===== src/rtl/clock_frequency_divider_pkg.sv =====
// Shared constants and helpers for the board clock dividers.
// Holds the board reference frequency and the counter-width helper.
package clock_frequency_divider_pkg;

    localparam int BOARD_CLK_HZ = 32'sd50_000_000;

    // Counter width able to hold 0..half-1, never narrower than one bit.
    function automatic int cnt_width(input int half);
        int w;
        w = 32'sd1;
        if (half > 32'sd1) begin
            w = $clog2(half);
        end else begin
            w = 32'sd1;
        end
        return w;
    endfunction

endpackage


===== src/rtl/clock_frequency_divider.sv =====
// Divides InClock down to a 50 % duty-cycle OutClock by toggling a single
// flop every HALF source edges.
module clock_frequency_divider
    import clock_frequency_divider_pkg::*;
#(
    parameter int INPUT_FREQUENCY  = BOARD_CLK_HZ,
    parameter int OUTPUT_FREQUENCY = 32'sd1
) (
    input  logic InClock,
    input  logic resetApp,
    output logic OutClock
);

    // Guarded so an illegal parameter set reaches the fatal checks below
    // instead of tripping a divide-by-zero while elaborating.
    localparam int HALF = ((OUTPUT_FREQUENCY > 32'sd0) && (INPUT_FREQUENCY > 32'sd0))
                        ? (INPUT_FREQUENCY / (32'sd2 * OUTPUT_FREQUENCY))
                        : 32'sd0;
    localparam int CNT_W = cnt_width(HALF);
    localparam logic [CNT_W-1:0] TERM = (HALF > 32'sd0) ? CNT_W'(HALF - 32'sd1)
                                                        : {CNT_W{1'b0}};

    if (OUTPUT_FREQUENCY <= 32'sd0) begin : g_bad_output_freq
        $fatal(1, "clock_frequency_divider: OUTPUT_FREQUENCY must be positive");
    end
    if (INPUT_FREQUENCY <= 32'sd0) begin : g_bad_input_freq
        $fatal(1, "clock_frequency_divider: INPUT_FREQUENCY must be positive");
    end
    if ((OUTPUT_FREQUENCY > 32'sd0) && (INPUT_FREQUENCY > 32'sd0) && (HALF == 32'sd0))
    begin : g_bad_ratio
        $fatal(1, "clock_frequency_divider: OUTPUT_FREQUENCY exceeds INPUT_FREQUENCY/2");
    end

    logic [CNT_W-1:0] cnt_q;
    logic [CNT_W-1:0] cnt_d;
    logic             out_q;
    logic             out_d;

    // Next-state: wrap and toggle on the terminal count, otherwise count up.
    always_comb begin
        cnt_d = cnt_q;
        out_d = out_q;
        if (cnt_q == TERM) begin
            cnt_d = {CNT_W{1'b0}};
            out_d = ~out_q;
        end else begin
            cnt_d = cnt_q + CNT_W'(1);
            out_d = out_q;
        end
    end

    // State registers, cleared asynchronously by resetApp.
    always_ff @(posedge InClock or posedge resetApp) begin
        if (resetApp) begin
            cnt_q <= {CNT_W{1'b0}};
            out_q <= 1'b0;
        end else begin
            cnt_q <= cnt_d;
            out_q <= out_d;
        end
    end

    assign OutClock = out_q;

endmodule


===== config.mk =====
export PLATFORM = sky130hd
export DESIGN_NAME = clock_frequency_divider
export DESIGN_NICKNAME = d
export VERILOG_FILES = /design/src/rtl/clock_frequency_divider_pkg.sv /design/src/rtl/clock_frequency_divider.sv
export SDC_FILE = /design/constraint.sdc
export NUM_CORES = 1
export LEC_CHECK = 0
export BUFFER_PORTS_ARGS = -buffer_cell sky130_fd_sc_hd__buf_2
export CAP_MARGIN = 0
export CORE_MARGIN = 2
export CORE_UTILIZATION = 45
export DETAILED_ROUTE_END_ITERATION = 7
export PLACE_DENSITY_LB_ADDON = 0.12
export SLEW_MARGIN = 10
export SYNTH_ARGS = -nofsm -noshare
export SYNTH_HDL_FRONTEND = slang
export SYNTH_SLANG_ARGS = --single-unit

===== constraint.sdc =====
create_clock -name InClock -period 2 [get_ports InClock]
set_input_delay 0 -clock InClock [delete_from_list [all_inputs] [get_ports InClock]]
set_output_delay 0 -clock InClock [all_outputs]
set_load 0.1 [all_outputs]

Word level (Yosys, flattened, before mapping)
Index checks and enable logic that the tools add are counted.
{"block": "op_classes", "add_sub_neg": 1, "n_eq_ne": 1, "n_mux": 1, "bitwise": 1}
{"cell": "25-bit by 1-bit adder with 25-bit output, second input constant", "count": 1}
{"cell": "25-bit equality test, second input constant", "count": 1}
{"cell": "25-bit 2-to-1 mux", "count": 1}
{"cell": "1-bit NOT", "count": 1}
{"block": "totals", "regBits": 26, "in_bits": 2, "output_inout_bits": 1, "wordCells": 6}

Longest topological paths before layout
{"block": "logic_depth", "depth_word": 2, "ltp_mapped": 7, "depth_no_buf": 5}

Least setup slack after synthesis
OpenSTA, ideal clock, no wires.
{"block": "synth_path", "kind": "reg-to-reg", "startpoint": "register cnt_q[0]", "endpoint": "register cnt_q[11]", "setup_ns": 0.122, "t_arrival_ns": 1.593, "t_required_ns": 1.878, "setup_slack_ns": 0.285, "stages_incl_launch_ff": 8, "period_less_slack_ns": 1.715, "path_cell_list": "dfrtp_1 > ha_1 > and3_1 > buf_2 > nand2_1 > nor4_4 > buf_2 > nor2_1"}
{"block": "synth_between", "elab_chain_cells": 2}
{"item": "start: declaration", "line": "clock_frequency_divider.sv:34", "source": "logic [CNT_W-1:0] cnt_q;"}
{"item": "start signal: assignment", "line": "clock_frequency_divider.sv:55", "source": "cnt_q <= {CNT_W{1'b0}};"}
{"item": "start signal: assignment", "line": "clock_frequency_divider.sv:58", "source": "cnt_q <= cnt_d;"}
{"item": "25-bit by 1-bit adder with 25-bit output or 25-bit equality test (tied branches)", "line": "clock_frequency_divider.sv:47, clock_frequency_divider.sv:43"}
{"item": "25-bit 2-to-1 mux *", "line": "clock_frequency_divider.sv:43", "source": "if (cnt_q == TERM) begin"}
{"item": "named net cnt_d[11]", "line": "clock_frequency_divider.sv:35", "source": "logic [CNT_W-1:0] cnt_d;"}
The timed path passes the listed nets; every way through them passes the cells marked *.
A chain may end at the register's enable or synchronous reset.

Final worst setup path
{"block": "layout_path", "startpoint": "register cnt_q[0]", "endpoint": "register cnt_q[16]"}
Same word-level chain as after synthesis.

==> impl_metrics.json <==
{
  "worst_pin_slew_ns": 0.496,
  "gp_congestion": 0.747,
  "synth_edf_count": 0,
  "wire_per_inst_um": 14.7,
  "grt_pass1_wl_um": 4330,
  "port_buffers": 2,
  "synth_top_area_share": 0.495,
  "core_um2": 2760,
  "dr.pass1.iters": 4,
  "finalHoldViolCount": 0,
  "cp-endpoint": "cnt_q[16]$_DFF_PP0_",
  "endpoint_kind": "flip-flop",
  "routed_wl_um": 2410,
  "netlist_area_um2": 1310,
  "setup_ws_ns": 0.162,
  "dp_slack_ns": 0.146,
  "worst_r2r_path_depth": 5,
  "antenna_found_initial": 0,
  "syn-num-nets": 131,
  "p_per_area_nw_per_um2": 574,
  "required_ns": 2.26,
  "rows": 19,
  "rsz0062_at_grt": "yes",
  "cts-root-buf": "clkbuf_4",
  "start_util": 0.476,
  "power.leakage_nw": 0.615,
  "n_antenna_cell": 0,
  "viasPerCell": 5.86,
  "vias": 961,
  "crit_path_cell_trace": "ha_1, and3_1, nand4_1, or3_1, a21oi_1",
  "crit_buf_inv": 0,
  "crit_cells": 5,
  "fin_area_um2": 1410,
  "cp_data_arrival_time_ns": 2.10,
  "ys_types": 32,
  "ir_drop_v": 0.000390,
  "drt-initial-drc-count": 32,
  "r2r-end": "cnt_q[16]$_DFF_PP0_",
  "die_w_um": 58.0,
  "htreeDepth": 1,
  "use_met2": 0.268,
  "die_h_um": 58.0,
  "period_minus_slack_ns": 1.84,
  "grt_pass1_vias": 953,
  "numCtsBuffers": 3,
  "min_period_over_period": 0.919,
  "yosysWarnings": 0,
  "drv_slew": 0,
  "io_pins": 3,
  "synthTopCellsByArea": "dfrtp_1, xor2_1, nand3_1",
  "grt.busiest_layer": "met2",
  "cp_max_fo": 7,
  "ys_ff_latch": 26,
  "max_stage_delay_ns": 0.43,
  "gr-usage-met3": 0.0201,
  "dpl-instance-area_um2": 1350,
  "ys_seq_area_frac": 0.495,
  "cts_tree": "built",
  "remaining_drc_errors": 0,
  "grt_use_total": 0.170,
  "status": "completed",
  "clock_latency_ns": 0.33,
  "grt_max_degree": 15,
  "cpMaxStageDelayCell": "or3_1",
  "detail-route-antenna-nets": 0,
  "setup.worst_path.start": "cnt_q[0]$_DFF_PP0_",
  "crit_path_start_kind": "flip-flop",
  "dieArea_um2": 3370,
  "syn_inst": 128,
  "synth_area_leader_cell": "dfrtp_1",
  "skew_ns": 0.00656,
  "clk_pin_slew_ns": 0.14,
  "async_flop_share": 1.00,
  "area_delta_synth_final_pct": 7.05,
  "avgSynthCellArea_um2": 10.3,
  "nets": 137,
  "cts_num_sinks": 26,
  "fill_cells": 251,
  "synth_ff_type": "dfrtp_1",
  "r2r_slack_ns": 0.16,
  "slew_headroom": 0.669,
  "met1_usage": 0.236,
  "hp-class": "primary input to async pin",
  "drive_gt1_frac": 0.128,
  "setup_violations": 0,
  "ctsLongestPathBuffers": 2,
  "crit-reg2reg-launch": "cnt_q[0]$_DFF_PP0_",
  "crit_family": "simple AND/OR/NAND/NOR gates",
  "critPathKind": "flip-flop to flip-flop",
  "grt-ovfl-total": 0,
  "fmax_ghz": 0.544,
  "dpl.hpwl_um": 1760,
  "drv_cap": 0
}
sequential cells by signal (all words and copies together), names as in the netlist:
signal,flops
OutClock,1
cnt_q,25
logic make-up after synthesis:
logic type	Yosys count	synth area share
and+or+nand+nor	56	0.270
DFF	26	0.495
AOI/OAI and AO/OA	22	0.100
xor gates and xnor gates	12	0.0800
buffers and inverters	10	0.0371
muxes	1	0.00762
adders and majority gates	1	0.00952
repair_timing:
action / in CTS / in global routing
hold buffers: 1 / 0
setup buffers: 0 / 0
resized for setup: 0 / 2
endpoints found under the setup margin: 0 / 3
endpoints found under the hold margin: 12 / 0
worst reg2reg max path, stage by stage, from the launching register on:
cell and delay [ns]:
dfrtp_1 0.41, ha_1 0.19, and3_1 0.30, nand4_1 0.30, or3_1 0.43, a21oi_1 0.15
final cells by class:
class,count,area [um^2],area share
Sequential cell,26,651,0.463
Inverter,6,22.5,0.0160
Multi-Input combinational cell,92,623,0.443
Clock buffer,4,36.3,0.0258
Timing Repair Buffer,5,35.0,0.0249
Tap cell,31,38.8,0.0276
Yosys cell counts, types with 2 or more instances:
master / count
dfrtp_1: 26
nand3_1: 10
nand2_1: 9
a21oi_1: 8
xor2_1: 8
inv_1: 6
nor2_1: 6
o21ai_0: 6
o31ai_1: 6
or3_1: 5
nand4_1: 4
nor3_1: 4
xnor2_1: 4
and4_1: 3
buf_2: 3
or4_1: 3
and3_1: 2
stage by stage:
| stage | std cells | TNS, ns | utilization | hold WS (ns) | total power, mW |
|---|---|---|---|---|---|
| 6_report | 164 | 0 | 0.510 | 0.215 | 0.808 |
| 2_1_floorplan | 128 | 0 | - | 0.0400 | 0.543 |
| 4_1_cts | 164 | 0 | 0.507 | 0.225 | 0.816 |
| 5_1_grt | 164 | -0.0107 | 0.510 | 0.261 | 0.840 |
| 3_3_place_gp | 159 | 0 | 0.490 | 0.0437 | 0.549 |
| 3_5_place_dp | 159 | 0 | 0.490 | 0.0445 | 0.549 |
cells in the final DEF, fill, tap and decap left out, drive strengths merged, types with 2 or more instances in the layout:
master,n
xor2,8
nand3,10
nor3,4
clkbuf,4
and4,4
or3,5
nor4,2
inv,6
nand2,9
nor2,6
and3,2
or4,4
a21oi,9
dfrtp,26
nand4,5
xnor2,4
buf,4
o21ai,6
o31ai,6
worst min-delay path by stage:
stage / cells past startpoint / start / to / slack, ns
after CTS: 3 / resetApp / cnt_q[23]$_DFF_PP0_ / 0.22
final: 3 / resetApp / cnt_q[23]$_DFF_PP0_ / 0.21
after floorplan: 1 / resetApp / OutClock$_DFFE_PP0N_ / 0.04
after global routing: 3 / resetApp / cnt_q[6]$_DFF_PP0_ / 0.26
after global placement: 2 / resetApp / cnt_q[8]$_DFF_PP0_ / 0.04
after detailed placement: 2 / resetApp / cnt_q[8]$_DFF_PP0_ / 0.04
power breakdown:
group / leakage (nW) / internal (mW) / switching [mW]
clock: 0.0210 / 0.111 / 0.157
combinational: 0.245 / 0.00333 / 0.0106
sequential: 0.349 / 0.526 / 0
total: 0.615 / 0.641 / 0.167
per-layer routing:
metal | vias to the layer above | share of wire
met3 | 5 | 0.018
met2 | 7 | 0.47
li1 | 474 | -
met1 | 475 | 0.50
met4 | 0 | 0.021
met5 | - | 0
Note: power is estimated with default switching activity, not from simulation.
